==> src/rtl/truth_table_sweeper.sv <==
// rtl/truth_table_sweeper.sv - exhaustive truth-table sweeper for an N-input combinational block
//
// On an accepted start, drives vec through 0..2^N-1 in ascending order. Each vector is held
// SETTLE+1 cycles and f_in is sampled on the last of those cycles. The samples build table_out
// (bit i = f with vec==i) and ones_count. A one-cycle done pulse marks completion.
//
// Ports:
//   clk, rst_n     clock (rising edge) and synchronous active-low reset
//   start          sweep request, honoured only in IDLE
//   vec            vector applied to the block under test (vec[N-1] = first input)
//   f_in           block output being sampled
//   busy           high during the sweep
//   done           one-cycle completion pulse
//   table_out      captured truth table
//   ones_count     number of ones in table_out
// Optional (TRUTH_TABLE_SWEEPER_COMPARE_EN defined):
//   expected       reference table, captured when start is accepted
//   mismatch       table_out differs from expected (valid from the DONE cycle)
//   first_bad      lowest differing index, 0 when there is no mismatch
module truth_table_sweeper #(
    parameter int N      = 4,
    parameter int SETTLE = 1
) (
    input  logic              clk,
    input  logic              rst_n,
    input  logic              start,
    output logic [N-1:0]      vec,
    input  logic              f_in,
    output logic              busy,
    output logic              done,
    output logic [2**N-1:0]   table_out,
    output logic [N:0]        ones_count
`ifdef TRUTH_TABLE_SWEEPER_COMPARE_EN
    ,
    input  logic [2**N-1:0]   expected,
    output logic              mismatch,
    output logic [N-1:0]      first_bad
`endif
);

    localparam int W  = 2**N;
    localparam int CW = (SETTLE > 0) ? $clog2(SETTLE + 1) : 1;
    localparam logic [CW-1:0] SETTLE_C = CW'(SETTLE);
    localparam logic [CW-1:0] CNT_ONE  = CW'(1);
    localparam logic [N-1:0]  VEC_ONE  = N'(1);
    localparam logic [N-1:0]  VEC_LAST = {N{1'b1}};

    typedef enum logic [1:0] {S_IDLE, S_RUN, S_DONE} state_t;

    state_t          state_q, state_d;
    logic [N-1:0]    vec_q, vec_d;
    logic [CW-1:0]   cnt_q, cnt_d;
    logic [W-1:0]    table_q, table_d;
    logic [N:0]      ones_q, ones_d;

`ifdef TRUTH_TABLE_SWEEPER_COMPARE_EN
    logic [W-1:0]    exp_q, exp_d;
    logic            bad_q, bad_d;
    logic            mismatch_q, mismatch_d;
    logic [N-1:0]    first_bad_q, first_bad_d;
`endif

    always_comb begin
        state_d = state_q;
        vec_d   = vec_q;
        cnt_d   = cnt_q;
        table_d = table_q;
        ones_d  = ones_q;
`ifdef TRUTH_TABLE_SWEEPER_COMPARE_EN
        exp_d       = exp_q;
        bad_d       = bad_q;
        mismatch_d  = mismatch_q;
        first_bad_d = first_bad_q;
`endif
        case (state_q)
            S_IDLE: begin
                vec_d = '0;
                cnt_d = '0;
                if (start) begin
                    state_d = S_RUN;
                    table_d = '0;
                    ones_d  = '0;
`ifdef TRUTH_TABLE_SWEEPER_COMPARE_EN
                    exp_d       = expected;
                    bad_d       = 1'b0;
                    mismatch_d  = 1'b0;
                    first_bad_d = '0;
`endif
                end
            end
            S_RUN: begin
                if (cnt_q == SETTLE_C) begin
                    table_d[vec_q] = f_in;
                    ones_d         = ones_q + {{N{1'b0}}, f_in};
                    cnt_d          = '0;
`ifdef TRUTH_TABLE_SWEEPER_COMPARE_EN
                    // Only the first differing index is kept; vectors ascend, so it is the lowest.
                    if (!bad_q && (f_in != exp_q[vec_q])) begin
                        bad_d       = 1'b1;
                        first_bad_d = vec_q;
                    end
`endif
                    if (vec_q == VEC_LAST) begin
                        state_d = S_DONE;
                        vec_d   = '0;
`ifdef TRUTH_TABLE_SWEEPER_COMPARE_EN
                        mismatch_d = bad_d;
`endif
                    end else begin
                        vec_d = vec_q + VEC_ONE;
                    end
                end else begin
                    cnt_d = cnt_q + CNT_ONE;
                end
            end
            S_DONE: begin
                state_d = S_IDLE;
                vec_d   = '0;
                cnt_d   = '0;
            end
            default: begin
                state_d = S_IDLE;
                vec_d   = '0;
                cnt_d   = '0;
            end
        endcase
    end

    always_ff @(posedge clk) begin
        if (!rst_n) begin
            state_q <= S_IDLE;
            vec_q   <= '0;
            cnt_q   <= '0;
            table_q <= '0;
            ones_q  <= '0;
`ifdef TRUTH_TABLE_SWEEPER_COMPARE_EN
            exp_q       <= '0;
            bad_q       <= 1'b0;
            mismatch_q  <= 1'b0;
            first_bad_q <= '0;
`endif
        end else begin
            state_q <= state_d;
            vec_q   <= vec_d;
            cnt_q   <= cnt_d;
            table_q <= table_d;
            ones_q  <= ones_d;
`ifdef TRUTH_TABLE_SWEEPER_COMPARE_EN
            exp_q       <= exp_d;
            bad_q       <= bad_d;
            mismatch_q  <= mismatch_d;
            first_bad_q <= first_bad_d;
`endif
        end
    end

    assign vec        = vec_q;
    assign busy       = (state_q == S_RUN);
    assign done       = (state_q == S_DONE);
    assign table_out  = table_q;
    assign ones_count = ones_q;
`ifdef TRUTH_TABLE_SWEEPER_COMPARE_EN
    assign mismatch   = mismatch_q;
    assign first_bad  = first_bad_q;
`endif

endmodule

==> config.mk <==
export PLATFORM = sky130hd
export DESIGN_NAME = truth_table_sweeper
export DESIGN_NICKNAME = d
export VERILOG_FILES = /design/src/rtl/truth_table_sweeper.sv
export SDC_FILE = /design/constraint.sdc
export NUM_CORES = 1
export LEC_CHECK = 0
export CORE_MARGIN = 3
export CORE_UTILIZATION = 61
export DETAILED_ROUTE_END_ITERATION = 8
export DONT_BUFFER_PORTS = 1
export PLACE_DENSITY = 0.77
export SETUP_SLACK_MARGIN = 0.1
export SYNTH_ARGS = -nofsm -noshare
export SYNTH_HDL_FRONTEND = slang
export SYNTH_SLANG_ARGS = --single-unit
==> constraint.sdc <==
create_clock -name clk -period 2.12 [get_ports clk]
set_clock_uncertainty 0.15 [all_clocks]
set_input_delay 0 -clock clk [delete_from_list [all_inputs] [get_ports clk]]
set_output_delay 0 -clock clk [all_outputs]
set_load 0.01 [all_outputs]
==> results_dict.tcl <==
set metrics [dict create \
    hold_end "table_out[7]$_SDFFE_PN0P_" \
    track_usage 0.254 \
    synth-simple-area-share 0.238 \
    static-leakage-power_nw 0.456 \
    max_slew_margin 0.641 \
    fillCellCount 186 \
    num_rows 17 \
    r2r_cells 4 \
    synth-warning-count 0 \
    place_congestion 0.861 \
    ys_ff_latch 28 \
    synthXorXnorAreaFrac 0.0120 \
    global_route.usage.met2 0.394 \
    yosysTopAreaCellShare 0.386 \
    die_y_um 54.8 \
    mostFrequentLayoutCell "dfxtp_1" \
    rsz0062_at_grt "false" \
    synth_top_family_by_area "simple AND/OR/NAND/NOR gates" \
    timing.final.max_slew_violations 0 \
    fin_crit_sh 0.887 \
    critPathLaunchType "flip-flop" \
    clock.fmax_mhz 532 \
    clk_pin_slew_worst_paths_ps 160 \
    syn_area_mm2 0.00145 \
    area_delta_synth_final_pct 5.16 \
    fp.coreArea_mm2 0.00223 \
    cts_buffer_depth 2 \
    hold_violations 0 \
    synth_compound_area_frac 0.222 \
    postCtsSetupBuffers 0 \
    layout_common_cells "dfxtp_1, nand3_1, o21ai_0, a31oi_1, nand3b_1" \
    cts_tree "yes" \
    start_util 0.651 \
    antenna_found_initial 0 \
    drt-total-wl_mm 3.57 \
    grt.met1_usage 0.338 \
    syn_nets 186 \
    via_count 1365 \
    die_area_mm2 0.00301 \
    r2r_end "table_out[15]$_SDFFE_PN0P_" \
    antenna_cells 0 \
    grt_pass1_wl_mm 5.60 \
    worstHoldPathType "input pin to flip-flop" \
    first_pass_iters 4 \
    finalNetCount 184 \
    yosysUniqueCellTypes 30 \
    worst-r2r-setup-slack_ps 240 \
    fin_area_mm2 0.00153 \
    min-delay-start "f_in" \
    num_io_pins 31 \
    drive_above_1_share 0.0694 \
    postSynthAreaPerCell_um2 8.26 \
    tightest_slew_ps 535 \
    cp.required_ps 2250 \
    cts_made_buffers 3 \
    critPathCaptureType "flip-flop" \
    crit_slowest_cell "dfxtp_1" \
    holdPathStages 3 \
    path_class "flip-flop to flip-flop" \
    io_buffers 0 \
    rr_startpoint "vec[1]$_SDFFE_PN0P_" \
    cp_cell_sequence "ha_2 -> nand3_1 -> or4_1 -> o22ai_1" \
    synthAdderAreaFrac 0.0516 \
    grt_max_degree 22 \
    viasPerCell 6.79 \
    timing.hold.ws_ps 108 \
    busiest_layer "met2" \
    post-route-util 0.685 \
    grt-ovfl-total 0 \
    drv_cap 0 \
    dpl.hpwl_mm 2.43 \
    synthTopCellsByArea "dfxtp_1, nand3_1, a31oi_1" \
    cts_root_buf "clkbuf_4" \
    die_w_um 54.8 \
    synthMuxAreaShare 0.0138 \
    cp_max_fo 8 \
    grtUsageMet3 0.0545 \
    period_minus_slack_ps 1880 \
    grt_pass1_vias 1246 \
    setup_viol 0 \
    synth_top_cell_by_area "dfxtp_1" \
    ir_drop_mv 0.420 \
    drtIter0Drc 46 \
    arrival_ps 2010 \
    dpl-instance-area_mm2 0.00146 \
    powerDensity_mw_per_mm2 569 \
    worstSkewPairLatency_ps 340 \
    cts_sinks 28 \
    drc 0 \
    synth_cells 176 \
    cp-startpoint "vec[1]$_SDFFE_PN0P_" \
    finalSetupTns_ps 0 \
    cts-htree-levels 1 \
    cp_slowest_stage_delay_ps 510 \
    detail-route-antenna-nets 0 \
    wl_per_cell_um 17.7 \
    status "complete, no violations" \
    seq_area_frac_synth 0.386 \
]
==> stage by stage <==
stage / std cells / total power [mW] / setup WS [ps]
3_3_place_gp: 194 / 0.597 / 337
2_1_floorplan: 176 / 0.587 / 445
6_report: 201 / 0.870 / 239
3_5_place_dp: 194 / 0.598 / 196
5_1_grt: 201 / 0.891 / 170
4_1_cts: 201 / 0.870 / 174
==> routing by layer <==
metal,routed length (µm),part of all wire
met4,44,0.012
met3,343,0.096
met1,1620,0.45
met5,0,0
met2,1560,0.44
==> critical path, delay by kind of cell, from the launching register on <==
kind | cells | cell delay [ps]
AO/OA/AOI/OAI | 1 | 160
AND/OR/NAND/NOR | 2 | 660
flip-flops | 1 | 510
adder cells (fa/ha/maj) | 1 | 340
==> state kept, by name (all words and copies together) (netlist names) <==
register / count
vec: 4
table_out: 16
ones_count: 5
state_q: 2
cnt_q: 1
==> logic make-up after synthesis <==
group	count (synthesis)
simple gates	62
compound gates	51
flops	28
buf+inv	25
fa+ha+maj	6
xor+xnor	2
mux	2
==> power breakdown <==
group / leakage (nW) / internal [mW] / switching (mW) / total [mW]
registers: 0.226 / 0.530 / 0.00895 / 0.539
logic: 0.209 / 0.0194 / 0.0373 / 0.0567
clock network: 0.0210 / 0.105 / 0.169 / 0.274
==> worst max-delay path by stage <==
stage / slack [ps] / depth (start not counted) / end
global placement: 340 / 4 / table_out[15]$_SDFFE_PN0P_
CTS: 170 / 4 / table_out[15]$_SDFFE_PN0P_
detailed placement: 200 / 4 / table_out[15]$_SDFFE_PN0P_
finish: 240 / 4 / table_out[15]$_SDFFE_PN0P_
global route: 170 / 4 / table_out[15]$_SDFFE_PN0P_
floorplan: 440 / 5 / table_out[15]$_SDFFE_PN0P_
==> what timing repair did <==
item	in CTS	in global routing
resized for setup	0	1
hold buffers	3	0
endpoints found under the setup margin	0	1
hold endpoints to repair	28	0
==> Yosys cell counts (all sizes together) <==
cell and instances:
a2111oi 1, a211oi 4, a21oi 3, a31oi 15, and4b 1, buf 9, clkbuf 8, clkinv 1
dfxtp 28, ha 6, inv 7, mux2i 2, nand2 7, nand2b 1, nand3 24, nand3b 9
nand4 4, nand4b 3, nor2 6, nor2b 4, nor3 2, o211ai 3, o21ai 17, o22ai 1
o311ai 4, o32ai 3, or4 1, xor2 2
==> cell type report <==
type,instances,area [µm²],share of cell area
Multi-Input combinational cell,123,785,0.513
Sequential cell,28,561,0.367
Timing Repair Buffer,10,82.6,0.0540
Clock buffer,4,36.3,0.0237
Tap cell,28,35.0,0.0229
Inverter,8,30.0,0.0196
(Power assumes the default switching activity.)
